--- config.mk ---
export PLATFORM = sky130hd
export DESIGN_NAME = decode_stage
export DESIGN_NICKNAME = d
export VERILOG_FILES = /design/src/rtl/decode_stage.sv
export SDC_FILE = /design/constraint.sdc
export NUM_CORES = 1
export LEC_CHECK = 0
export ABC_AREA = 0
export CAP_MARGIN = 20
export CORE_ASPECT_RATIO = 0.6
export CORE_MARGIN = 1
export CORE_UTILIZATION = 49
export CTS_CLUSTER_SIZE = 30
export DETAILED_ROUTE_END_ITERATION = 12
export PLACE_DENSITY = 0.8
export REMOVE_ABC_BUFFERS = 1
export SLEW_MARGIN = 20
export SYNTH_ARGS = -nofsm -noshare
export SYNTH_HDL_FRONTEND = slang
export SYNTH_SLANG_ARGS = --single-unit
--- constraint.sdc ---
create_clock -name clk -period 7.6 [get_ports clk]
set_input_delay 1.52 -clock clk [delete_from_list [all_inputs] [get_ports clk]]
set_output_delay 1.52 -clock clk [all_outputs]
set_load 0.005 [all_outputs]
--- src/rtl/decode_stage.sv ---
// decode_stage: RV32I instruction decode with a registered valid/ready output
// bundle and a one-entry skid buffer, so stall_o back to fetch is a flop.
// Optional early JAL redirect to fetch is enabled by DECODE_JAL_EARLY_EN.
// With the macro undefined, jmp_s and PC_JMP are tied to zero and execute
// resolves JAL through flush.
module decode_stage #(
    parameter int unsigned      XLEN     = 32,
    parameter logic [31:0]      NOP_INSN = 32'h00000013
) (
    input  logic             clk,
    input  logic             rst,
    input  logic [31:0]      INS_I,
    input  logic [XLEN-1:0]  PC_I,
    input  logic             ins_valid,
    output logic             stall_o,
    input  logic             flush,
    input  logic             ready_i,
    output logic             valid_o,
    output logic [31:0]      INS_O,
    output logic [XLEN-1:0]  PC_O,
    output logic [6:0]       opcode,
    output logic [4:0]       rd,
    output logic [4:0]       rs1,
    output logic [4:0]       rs2,
    output logic [2:0]       funct3,
    output logic [6:0]       funct7,
    output logic [XLEN-1:0]  imm,
    output logic             illegal_o,
    output logic [XLEN-1:0]  PC_JMP,
    output logic             jmp_s
);

    typedef enum logic [1:0] {
        EMPTY = 2'b00,
        FULL  = 2'b01,
        SKID  = 2'b10
    } state_t;

    // Source select for the output bundle on the next edge.
    localparam logic [1:0] SEL_HOLD = 2'b00;
    localparam logic [1:0] SEL_IN   = 2'b01;
    localparam logic [1:0] SEL_SKID = 2'b10;
    localparam logic [1:0] SEL_CLR  = 2'b11;

    // Opcode map.
    localparam logic [6:0] OPC_LOAD     = 7'b0000011;
    localparam logic [6:0] OPC_OP_IMM   = 7'b0010011;
    localparam logic [6:0] OPC_JALR     = 7'b1100111;
    localparam logic [6:0] OPC_SYSTEM   = 7'b1110011;
    localparam logic [6:0] OPC_STORE    = 7'b0100011;
    localparam logic [6:0] OPC_BRANCH   = 7'b1100011;
    localparam logic [6:0] OPC_LUI      = 7'b0110111;
    localparam logic [6:0] OPC_AUIPC    = 7'b0010111;
    localparam logic [6:0] OPC_JAL      = 7'b1101111;
    localparam logic [6:0] OPC_OP       = 7'b0110011;
    localparam logic [6:0] OPC_MISC_MEM = 7'b0001111;

    // Immediate generator; illegal opcodes, OP and MISC-MEM give zero.
    function automatic logic [31:0] gen_imm(input logic [31:0] ins);
        logic [31:0] res;
        res = 32'h00000000;
        if (ins[1:0] != 2'b11) begin
            res = 32'h00000000;
        end else begin
            case (ins[6:0])
                OPC_LOAD, OPC_OP_IMM, OPC_JALR, OPC_SYSTEM:
                    res = {{20{ins[31]}}, ins[31:20]};
                OPC_STORE:
                    res = {{20{ins[31]}}, ins[31:25], ins[11:7]};
                OPC_BRANCH:
                    res = {{19{ins[31]}}, ins[31], ins[7], ins[30:25], ins[11:8], 1'b0};
                OPC_LUI, OPC_AUIPC:
                    res = {ins[31:12], 12'h000};
                OPC_JAL:
                    res = {{11{ins[31]}}, ins[31], ins[19:12], ins[20], ins[30:21], 1'b0};
                default:
                    res = 32'h00000000;
            endcase
        end
        return res;
    endfunction

    // Any opcode outside the RV32I base map, or a compressed-looking low pair.
    function automatic logic is_illegal(input logic [31:0] ins);
        logic res;
        res = 1'b1;
        if (ins[1:0] != 2'b11) begin
            res = 1'b1;
        end else begin
            case (ins[6:0])
                OPC_LOAD, OPC_OP_IMM, OPC_JALR, OPC_SYSTEM, OPC_STORE,
                OPC_BRANCH, OPC_LUI, OPC_AUIPC, OPC_JAL, OPC_OP,
                OPC_MISC_MEM:
                    res = 1'b0;
                default:
                    res = 1'b1;
            endcase
        end
        return res;
    endfunction

    state_t            state;
    state_t            state_n;
    logic [1:0]        out_sel;
    logic              skid_load;
    logic              accept;
    logic              kill;
    logic [XLEN-1:0]   dec_imm;
    logic              dec_illegal;

    logic [31:0]       skid_ins;
    logic [XLEN-1:0]   skid_pc;
    logic [XLEN-1:0]   skid_imm;
    logic              skid_illegal;

    // Decode of the incoming word and the accept qualifier.
    always_comb begin
        dec_imm     = gen_imm(INS_I);
        dec_illegal = is_illegal(INS_I);
        accept      = ins_valid & ~stall_o & ~flush & ~kill;
    end

    // Next-state and output-bundle source selection; flush dominates.
    always_comb begin
        state_n   = state;
        out_sel   = SEL_HOLD;
        skid_load = 1'b0;
        if (flush) begin
            state_n = EMPTY;
            out_sel = SEL_CLR;
        end else begin
            case (state)
                EMPTY: begin
                    if (accept) begin
                        state_n = FULL;
                        out_sel = SEL_IN;
                    end else begin
                        state_n = EMPTY;
                        out_sel = SEL_HOLD;
                    end
                end
                FULL: begin
                    if (accept && ready_i) begin
                        state_n = FULL;
                        out_sel = SEL_IN;
                    end else if (accept) begin
                        state_n   = SKID;
                        skid_load = 1'b1;
                    end else if (ready_i) begin
                        state_n = EMPTY;
                        out_sel = SEL_CLR;
                    end else begin
                        state_n = FULL;
                    end
                end
                SKID: begin
                    if (ready_i) begin
                        state_n = FULL;
                        out_sel = SEL_SKID;
                    end else begin
                        state_n = SKID;
                    end
                end
                default: begin
                    state_n = EMPTY;
                    out_sel = SEL_CLR;
                end
            endcase
        end
    end

    // State register; stall_o is the registered "next state is SKID" flag.
    always_ff @(posedge clk or posedge rst) begin
        if (rst) begin
            state   <= EMPTY;
            stall_o <= 1'b0;
        end else begin
            state   <= state_n;
            stall_o <= (state_n == SKID);
        end
    end

    // Skid entry keeps the already-decoded bundle of the second instruction.
    always_ff @(posedge clk or posedge rst) begin
        if (rst) begin
            skid_ins     <= 32'h00000000;
            skid_pc      <= {XLEN{1'b0}};
            skid_imm     <= {XLEN{1'b0}};
            skid_illegal <= 1'b0;
        end else if (skid_load) begin
            skid_ins     <= INS_I;
            skid_pc      <= PC_I;
            skid_imm     <= dec_imm;
            skid_illegal <= dec_illegal;
        end else begin
            skid_ins     <= skid_ins;
            skid_pc      <= skid_pc;
            skid_imm     <= skid_imm;
            skid_illegal <= skid_illegal;
        end
    end

    // Output bundle register: load from input, load from skid, clear, or hold.
    always_ff @(posedge clk or posedge rst) begin
        if (rst) begin
            valid_o   <= 1'b0;
            INS_O     <= NOP_INSN;
            PC_O      <= {XLEN{1'b0}};
            opcode    <= 7'h00;
            rd        <= 5'h00;
            rs1       <= 5'h00;
            rs2       <= 5'h00;
            funct3    <= 3'h0;
            funct7    <= 7'h00;
            imm       <= {XLEN{1'b0}};
            illegal_o <= 1'b0;
        end else begin
            case (out_sel)
                SEL_IN: begin
                    valid_o   <= 1'b1;
                    INS_O     <= INS_I;
                    PC_O      <= PC_I;
                    opcode    <= INS_I[6:0];
                    rd        <= INS_I[11:7];
                    rs1       <= INS_I[19:15];
                    rs2       <= INS_I[24:20];
                    funct3    <= INS_I[14:12];
                    funct7    <= INS_I[31:25];
                    imm       <= dec_imm;
                    illegal_o <= dec_illegal;
                end
                SEL_SKID: begin
                    valid_o   <= 1'b1;
                    INS_O     <= skid_ins;
                    PC_O      <= skid_pc;
                    opcode    <= skid_ins[6:0];
                    rd        <= skid_ins[11:7];
                    rs1       <= skid_ins[19:15];
                    rs2       <= skid_ins[24:20];
                    funct3    <= skid_ins[14:12];
                    funct7    <= skid_ins[31:25];
                    imm       <= skid_imm;
                    illegal_o <= skid_illegal;
                end
                SEL_CLR: begin
                    valid_o   <= 1'b0;
                    INS_O     <= NOP_INSN;
                    PC_O      <= {XLEN{1'b0}};
                    opcode    <= 7'h00;
                    rd        <= 5'h00;
                    rs1       <= 5'h00;
                    rs2       <= 5'h00;
                    funct3    <= 3'h0;
                    funct7    <= 7'h00;
                    imm       <= {XLEN{1'b0}};
                    illegal_o <= 1'b0;
                end
                default: begin
                    valid_o   <= valid_o;
                    INS_O     <= INS_O;
                    PC_O      <= PC_O;
                    opcode    <= opcode;
                    rd        <= rd;
                    rs1       <= rs1;
                    rs2       <= rs2;
                    funct3    <= funct3;
                    funct7    <= funct7;
                    imm       <= imm;
                    illegal_o <= illegal_o;
                end
            endcase
        end
    end

`ifdef DECODE_JAL_EARLY_EN
    logic jal_take;

    // An accepted JAL triggers the early redirect; flush blocks it via accept.
    always_comb begin
        jal_take = accept & (INS_I[6:0] == OPC_JAL) & (INS_I[1:0] == 2'b11);
        kill     = jmp_s;
    end

    // One-cycle redirect pulse; target is held until the next accepted JAL.
    always_ff @(posedge clk or posedge rst) begin
        if (rst) begin
            jmp_s  <= 1'b0;
            PC_JMP <= {XLEN{1'b0}};
        end else if (jal_take) begin
            jmp_s  <= 1'b1;
            PC_JMP <= PC_I + dec_imm;
        end else begin
            jmp_s  <= 1'b0;
            PC_JMP <= PC_JMP;
        end
    end
`else
    assign kill   = 1'b0;
    assign jmp_s  = 1'b0;
    assign PC_JMP = {XLEN{1'b0}};
`endif

endmodule

### Word-level counts from Yosys, hierarchy flattened

Cells that the tools add are included.

* register bits: 230
* bits in latches: 0
* memory bits (writable): 0
* memory bits (read-only): 0
* input port bits: 69
* output and inout bits: 164
* logic and storage cells: 79
* memories: 0

* $add $sub $neg: 0
* multipliers: 0
* divide/modulo/power cells: 0
* magnitude comparators: 0
* eq/ne operators: 18
* shift operators: 0
* multiplexer cells: 32
* bitwise logic cells: 4
* reduce and logical (&&, ||, !) cells: 8

Operator list (count)
* 32-bit case mux with 3 select lines: 3
* 32-bit case mux with 5 select lines: 1
* 5-bit case mux with 3 select lines: 3
* 7-bit case mux with 3 select lines: 2
* 32-bit two-way mux: 1
* 7-bit == test (second input constant): 4
* 7-bit by 6-bit == test with 1-bit output (second input constant): 3
* 2-bit two-way mux: 9
* 7-bit by 5-bit == test with 1-bit output (second input constant): 2
* 2-bit case mux with 3 select lines: 2
* 11-bit OR reduction: 1
* 3-bit case mux with 3 select lines: 1
* 2-bit == test (second input constant): 4
* 1-bit two-way mux: 8
* 7-bit by 2-bit == test with 1-bit output (second input constant): 1
* 7-bit by 4-bit == test with 1-bit output (second input constant): 1
* 2-bit by 1-bit == test with 1-bit output (second input constant): 2
* 2-bit OR reduction: 2
* 4-bit OR reduction: 1
* 1-bit case mux with 3 select lines: 1
* 3-bit nonzero test: 1
* 1-bit bitwise AND: 2
* 2-bit zero test: 1
* 2-bit inequality test (second input constant): 1
* other kinds (4): 5

### Logic depth before layout (Yosys ltp)

Gate-level depths: netlist of run 1.

* word-level depth: 10
* gate-level depth with buffers: 9
* mapped depth without buffers: 5

### Worst setup path after synthesis of run 1

Ideal clock, no wire load.

* path type: input to register
* start: input port INS_I[4]
* end: register imm[12]
* arrival time: 2.946 ns
* required time: 7.534 ns
* path slack: 4.587 ns
* cell stages on the path: 8
* cell sequence: buf_6 > nand2b_4 > or4_4 > buf_6 > o21bai_4 > and2_4 > buf_6 > a221o_1

* cells in the longest elaborated chain, start to end: 5
* elaborated cells on any way between the ends: 14
* those cells by class: eq/ne: 9; mux: 3; reduce/logical: 2

RTL lines
* start: declaration: RTL line 12 `input logic [31:0] INS_I,`
* 7-bit by 2-bit == test with 1-bit output (tied with other cells): RTL line 65 `case (ins[6:0])`
* 4-bit OR reduction or 2-bit OR reduction (tied branches): RTL line 65
* 32-bit case mux with 5 select lines (*): RTL line 65
* 32-bit two-way mux (*): RTL line 62 `if (ins[1:0] != 2'b11) begin`
* 32-bit case mux with 3 select lines (*): RTL line 218 `case (out_sel)`
* end signal: assignment: RTL line 215 `imm <= {XLEN{1'b0}};`
* end signal: assignment: RTL line 229 `imm <= dec_imm;`
* end signal: assignment: RTL line 242 `imm <= skid_imm;`
* end: declaration: RTL line 27 `output logic [XLEN-1:0] imm,`

Mark *: on every way between the ends. The rest lies on a longest branch, timed or not.
A chain may end at the register's enable or synchronous reset.

### Worst setup path in the final report of run 1

* start: input port flush
* end: register skid_imm[14]

* cells in the longest elaborated chain, start to end: 6
* elaborated cells on any way between the ends: 7
* those cells by class: mux: 4; bitwise: 2; reduce/logical: 1

RTL lines
* start: declaration: RTL line 16 `input logic flush,`
* 1-bit inverter: RTL line 120 `accept = ins_valid & ~stall_o & ~flush & ~kill;`
* 1-bit bitwise AND: RTL line 120
* 1-bit two-way mux or 1-bit logical AND (tied branches): RTL line 146, 143
* 1-bit two-way mux: RTL line 143 `if (accept && ready_i) begin`
* 1-bit two-way mux: RTL line 132 `case (state)`
* 1-bit two-way mux (*): RTL line 128 `if (flush) begin`
* end signal: assignment: RTL line 188 `skid_imm <= {XLEN{1'b0}};`
* end signal: assignment: RTL line 193 `skid_imm <= dec_imm;`
* end signal: assignment: RTL line 198 `skid_imm <= skid_imm;`
* end: declaration: RTL line 113 `logic [XLEN-1:0] skid_imm;`

Marks and branches as above.

==> run metrics, run 1 <==
Mapped Avg Cell Area=~9.4 um2; Final nets=1167; Max VDD drop=between 100 and 150 uV; GRT Residual Overflow=0; hold buffer count at CTS=0; routed length on met3=2.157 mm; startpoint types=primary input; Die W=approximately 180 um; uppermost layer routed=met4; clock slew at reported path FFs=60 ps; mean routed wirelength per cell=17.48 um; worst min path class=reg2reg; Min Clock Period, post-route=4125 ps; Setup-failing EPs final=0; clk_lat worst skew=480 ps; Worst Skew=10.64 ps; first-pass GRT wire length=37.14 mm; antenna violations before repair=0; Pleak=5.326 nW; worst slew pin tran=1014 ps; setup repair after global routing missed its margin=no; met1 WL=roughly 11 mm; P per Cell Area=246.3 nW/um2; Post-synth top flop=dfrtp_1; Ys Warns=0; outcome=completed; first-pass iteration count of the detailed router=7; total die area=approximately 19000 um2; FFs w/ async S/R, synth=100.0%; CTS H-tree lvls=1; Setup CP Type=in2reg; R2R Setup Slk=between 4000 and 5000 ps; vias=roughly 7400; io pins=233; Setup crit end kind=flip-flop; worst-path fanout max=86; FMAX=0.2424 GHz; share of cells above drive strength 1=5.410%; Post-DRT Antenna Nets=0; Mapped Area=9107 um2; Filler cells=1490; CTS sink cnt=201; Die H=107.6 um; worst endpoint required time=7910 ps; Final HPWL DP=between 10 and 15 mm; Met2 Routed Length=10.42 mm; Total GRT Usage=24.70%; Vias/cell=5.516; CTS Buf Count=19; Fin Setup TNS=0 ps; Worst slew margin=32.38%; Final Max Tran Viols=0; WHS=475.9 ps; initial core utilization=50.28%; synth unique cells=59; sequential area share after synthesis=55.27%; DRC=0; Worst EP arrival=between 4000 and 5000 ps; flops & latches, synth=about 200; crit share post-route=54.28%; max-capacitance violation count=0; number of setup buffers added after CTS=0; CORE AREA=18110 um2; GPL Wtd Cong=between 0.7 and 0.8; vias in the first global route=6950; post-cts repair resize count=0; CTS tree=yes; clk root buf=clkbuf_16; # rows=38; Final Hold Vio Count=0; final WL=23.59 mm; largest net degree at the start of global routing=135; I/O Buffers=199; Post-Syn Instances=971; Inserted Diodes=0; CTS Buffer Depth=3; Post-synth EDFFs=0; synthesis-to-layout area growth=25.28%; drt initial violations=681
-- cell usage in the layout (no fill, tap or decap), types with 3 or more instances in the layout --
master,synthesis,layout
a211oi_1,6,6
a21oi_1,39,39
a221o_1,8,8
a221oi_1,61,61
a222oi_1,11,11
a22o_1,4,4
a22oi_1,8,8
and2_1,9,9
buf_4,70,5
clkbuf_1,33,6
clkbuf_16,0,19
clkbuf_8,0,4
clkdlybuf4s50_1,0,199
clkinv_2,0,3
conb_1,1,33
dfrtp_1,198,198
dfstp_2,3,3
mux2_2,4,4
nand2_1,265,264
nand2b_1,3,3
nor2_1,152,151
o21ai_0,15,15
o22a_1,5,5
o22ai_1,4,4
-- critical path, stage by stage --
cell	delay [ps]
clkdlybuf4s50_1	620
nor4b_2	530
nand2_4	560
a31oi_1	940
a21oi_1	150
-- layout make-up --
cell class,count,area (um2),share of cell area [%]
Clock buffer,29,553.0,4.847
Clock inverter,3,15.01,0.1316
Inverter,4,22.52,0.1974
Multi-Input combinational cell,667,3428,30.05
Sequential cell,201,5034,44.12
Tap cell,240,300.3,2.632
Timing Repair Buffer,205,2057,18.03
-- per-layer routing --
metal | up-vias | GRT usage [%]
li1 | 3454 | -
met1 | 3647 | 36.57
met2 | 316 | 36.69
met3 | 24 | 5.614
met4 | 0 | 5.800
met5 | - | 0
-- synthesized netlist by cell type (2+ instances only) --
cell type,n,share of area (%)
a221oi_1,61,5.9
buf_2,25,1.4
a22oi_1,8,0.66
a21oi_1,39,2.1
inv_1,2,0.082
o21ai_0,15,0.82
and2_1,9,0.62
dfstp_2,3,0.87
mux2_2,4,0.49
inv_2,2,0.082
a211oi_1,6,0.49
buf_6,3,0.37
nor2b_1,2,0.14
o211ai_1,2,0.16
a221o_1,8,0.88
nand2b_1,3,0.21
a22o_1,4,0.38
nor4bb_1,2,0.22
a21o_1,2,0.16
clkbuf_1,33,1.4
nor2_1,152,6.3
o21bai_1,2,0.16
a222oi_1,11,1.2
o22a_1,5,0.48
nand2_1,265,11
dfrtp_1,198,54
buf_4,70,5.8
o22ai_1,4,0.27
-- power breakdown --
part	internal (mW)	total, mW	switching (mW)
logic	0.289	0.550	0.260
clock network	0.500	0.889	0.389
registers	1.26	1.37	0.112
total	2.05	2.81	0.762
-- worst paths after layout --
| check | startpoint | endpoint | cells past startpoint |
|---|---|---|---|
| worst max-delay path | flush | skid_imm[14] | 5 |
| min in group asynchronous | rst | PC_O[16] | 2 |
| worst min register to register | skid_ins[28] | skid_ins[28] | 2 |
| max in group asynchronous | rst | INS_O[23] | 3 |
| worst min-delay path | skid_ins[28] | skid_ins[28] | 2 |
| worst max register to register | state[1] | skid_imm[14] | 4 |
-- sequential cells by signal, indices dropped and copies added (netlist names) --
register and flops:
INS_O 32, PC_O 32, imm 32, skid_imm 32, skid_ins 32, skid_pc 32, opcode 3, state 2
illegal_o 1, skid_illegal 1, stall_o 1, valid_o 1
-- stage by stage --
step	instance area [um2]	std cells	power, mW	util [%]	worst slack, ps
floorplan	8419	872	1.628	-	602.6
global placement	10810	1316	1.912	59.70	3140
detailed placement	10810	1316	1.937	59.70	3048
CTS	11380	1348	2.832	62.83	3550
global route	11410	1349	2.957	62.99	3288
finish	11410	1349	2.810	62.99	3475
-- logic make-up after synthesis --
group | Yosys count | synth area share, %
mux | 5 | 0.6044
xor+xnor | 1 | 0.09618
other cells | 1 | 0.04117
simple gates | 450 | 19.98
buf+inv | 135 | 9.040
flops | 201 | 55.27
compound gates | 178 | 14.97
(Power assumes the default switching activity.)
==> inputs of run 2 (changes only) <==
--- a/config.mk
+++ b/config.mk
@@ -9,10 +9,10 @@
 export CAP_MARGIN = 20
 export CORE_ASPECT_RATIO = 0.6
 export CORE_MARGIN = 1
-export CORE_UTILIZATION = 49
+export CORE_UTILIZATION = 45
 export CTS_CLUSTER_SIZE = 30
 export DETAILED_ROUTE_END_ITERATION = 12
-export PLACE_DENSITY = 0.8
+export PLACE_DENSITY = 0.77
 export REMOVE_ABC_BUFFERS = 1
 export SLEW_MARGIN = 20
 export SYNTH_ARGS = -nofsm -noshare
==> constraint.sdc (replaced) <==
create_clock -name clk -period 3.4 [get_ports clk]
set_input_delay 0.68 -clock clk [delete_from_list [all_inputs] [get_ports clk]]
set_output_delay 0.68 -clock clk [all_outputs]
set_load 0.005 [all_outputs]
==> run 2 against run 1 <==
Sequential share of layout area shrank 1.1 points. Hold slack lost 0.59 ps. Global-route usage shrank 1.2 points. Wire length grew 3.8%. Final area grew 2.6%. Sequential cell count is the same. Clock power grew 150%. First-iteration DRC count grew 6.2%. Clock skew grew 1.3 ps. Core utilization shrank 2.7 points. Via count grew 1.8%. Count of clock-buffer cells in the layout shrank 1. Largest cell class unchanged.
==> run metrics, run 2 (synthesis gave the netlist of run 1 again) <==
outcome=completed (unchanged); clk root buf=clkbuf_16 (unchanged); vias in the first global route=7042 (was 6950); Final Hold Vio Count=0 (unchanged); Die H=112.2 um (was 107.6 um); largest net degree at the start of global routing=88 (was 135); Fin Setup TNS=0 ps (unchanged); Filler cells=1654 (was 1490); final instance area=11710 um2 (was 11410 um2); pre-CTS setup slack=275.7 ps (was 3048 ps); crit share post-route=76.86%; Pleak=5.465 nW (was 5.326 nW); Max VDD drop=305.2 uV (was 140.7 uV); setup repair after global routing missed its margin=no (unchanged); Combinational Power Share=19.3% (was 19.6%); io pins=233 (unchanged); Int Pwr=4.755 mW (was 2.048 mW); post-cts repair resize count=0 (unchanged); DRC=0 (unchanged); Inserted Diodes=0 (unchanged); Final HPWL DP=16.48 mm (was 14.69 mm); vias=7573 (was 7441); dpl cells=1360 (was 1316); CTS tree=yes (unchanged); max-capacitance violation count=0 (unchanged); worst hold endpoint=skid_pc[31] (was skid_ins[28]); Vias/cell=5.429 (was 5.516); CTS sink cnt=201 (unchanged); # rows=39 (was 38); most frequent cells in the layout=264 x nand2_1, 199 x clkdlybuf4s50_1, 198 x dfrtp_1 (unchanged); P per Cell Area=556.6 nW/um2 (was 246.3 nW/um2); Post-DRT Antenna Nets=0 (unchanged); GRT Residual Overflow=0 (unchanged); Total GRT Usage=23.48% (was 24.70%); synthesis-to-layout area growth=28.52% (was 25.28%); Min-Delay Path Depth=2 (unchanged); CORE AREA=19420 um2 (was 18110 um2); initial core utilization=46.89% (was 50.28%); FMAX=0.3827 GHz; Final Max Tran Viols=0 (unchanged); Final nets=1185 (was 1167); antenna violations before repair=0 (unchanged); worst endpoint required time=3810 ps (was 7910 ps); Worst slew margin=40.43% (was 32.38%); worst-path fanout max=52 (was 86); Reg2Reg Depth=6 (was 4); first-pass GRT wire length=38.61 mm (was 37.14 mm); Worst Skew=11.89 ps (was 10.64 ps); clk_lat worst skew=490 ps (was 480 ps); RR Startpoint=state[1] (unchanged); CTS H-tree lvls=1 (unchanged); register share of total power=47.1% (was 48.8%); startpoint types=primary input (unchanged); Die W=185.7 um (was 178.0 um); number of setup buffers added after CTS=0 (unchanged); switching power total=1.760 mW (was 761.7 uW); commonest non-fill, non-tap cell in the layout=nand2_1 (unchanged); share of cells above drive strength 1=7.263% (was 5.410%); CTS Buffer Depth=3 (unchanged); CTS Buf Count=20 (was 19); final WL=24.49 mm (was 23.59 mm); hold buffer count at CTS=0 (unchanged); Non-Filler Instances=1395 (was 1349); crit-path cells=clkdlybuf4s50_1, nor4b_1, o21bai_4, buf_12, o21ai_1, o22a_1 (was clkdlybuf4s50_1, nor4b_2, nand2_4, a31oi_1, a21oi_1); Setup CP Type=in2reg (unchanged); Min Clock Period, post-route=2613 ps; PnR worst setup slack=786.8 ps (was 3475 ps); switching share of power=27.02% (was 27.11%); clock slew at reported path FFs=60 ps (about the same); Worst path slowest cell=nor4b_1 (was a31oi_1); Worst EP arrival=3030 ps (was 4430 ps); Setup crit end kind=flip-flop (unchanged); Setup-failing EPs final=0 (unchanged); worst min path class=reg2reg (unchanged); R2R Setup Slk=990 ps (was 4580 ps); clock power share=33.6% (was 31.6%); total die area=20830 um2 (was 19150 um2); first-pass iteration count of the detailed router=5 (was 7); largest stage delay on the critical path=770 ps (was 940 ps); mean routed wirelength per cell=17.55 um (was 17.48 um); R2R Path End=imm[3] (was skid_imm[14]); worst hold start=skid_pc[31] (was skid_ins[28]); drt initial violations=723 (was 681); placed inst area=11060 um2 (was 10810 um2); worst slew pin tran=891.4 ps (was 1014 ps); GPL Wtd Cong=0.8667 (was 0.7921); I/O Buffers=199 (unchanged)
run 2: critical path, delay by kind of cell:
kind,cells,cell delay (ps)
AND/OR/NAND/NOR,1,770
AO/OA/AOI/OAI,3,700
buffers and inverters,2,850
run 2: worst max path at each step:
stage,startpoint,endpoint,cells after the start
after floorplan,rst,INS_O[10],1
after global placement,flush,imm[3],7
final,ready_i,INS_O[0],6
after detailed placement,flush,imm[3],7
after global routing,flush,imm[3],7
after CTS,flush,imm[3],7
run 2: cell type report:
type,instances,area [um2],share of cell area (%)
Inverter,4,22.52,0.1924
Clock inverter,7,66.31,0.5665
Timing Repair Buffer,222,2240,19.13
Sequential cell,201,5034,43.00
Tap cell,266,332.8,2.843
Clock buffer,28,581.8,4.971
Multi-Input combinational cell,667,3428,29.29
run 2: power groups by stage:
stage	sequential [mW]	clock (mW)	combinational [mW]
final	3.07	2.19	1.26
after global routing	3.12	2.32	1.41
after CTS	3.07	2.23	1.27
after detailed placement	3.11	0	1.27
after global placement	3.09	0	1.23
after floorplan	3.07	0	0.573
run 2: per-stage QoR:
step           power (mW)  hold WS [ps]  util (%)
6_report            6.515         475.3     60.27
5_1_grt             6.853         493.4     60.27
4_1_cts             6.570         478.5     60.27
3_5_place_dp        4.372         462.3     56.93
3_3_place_gp        4.316         457.1     56.93
2_1_floorplan       3.640         445.7         -
run 2: routing by layer:
metal	track usage, %	part of all wire, %	vias to the layer above
li1	-	-	3493
met1	36.27	46	3683
met2	33.68	43	373
met3	5.613	9.8	24
met4	4.044	1.2	0
met5	0	0	-
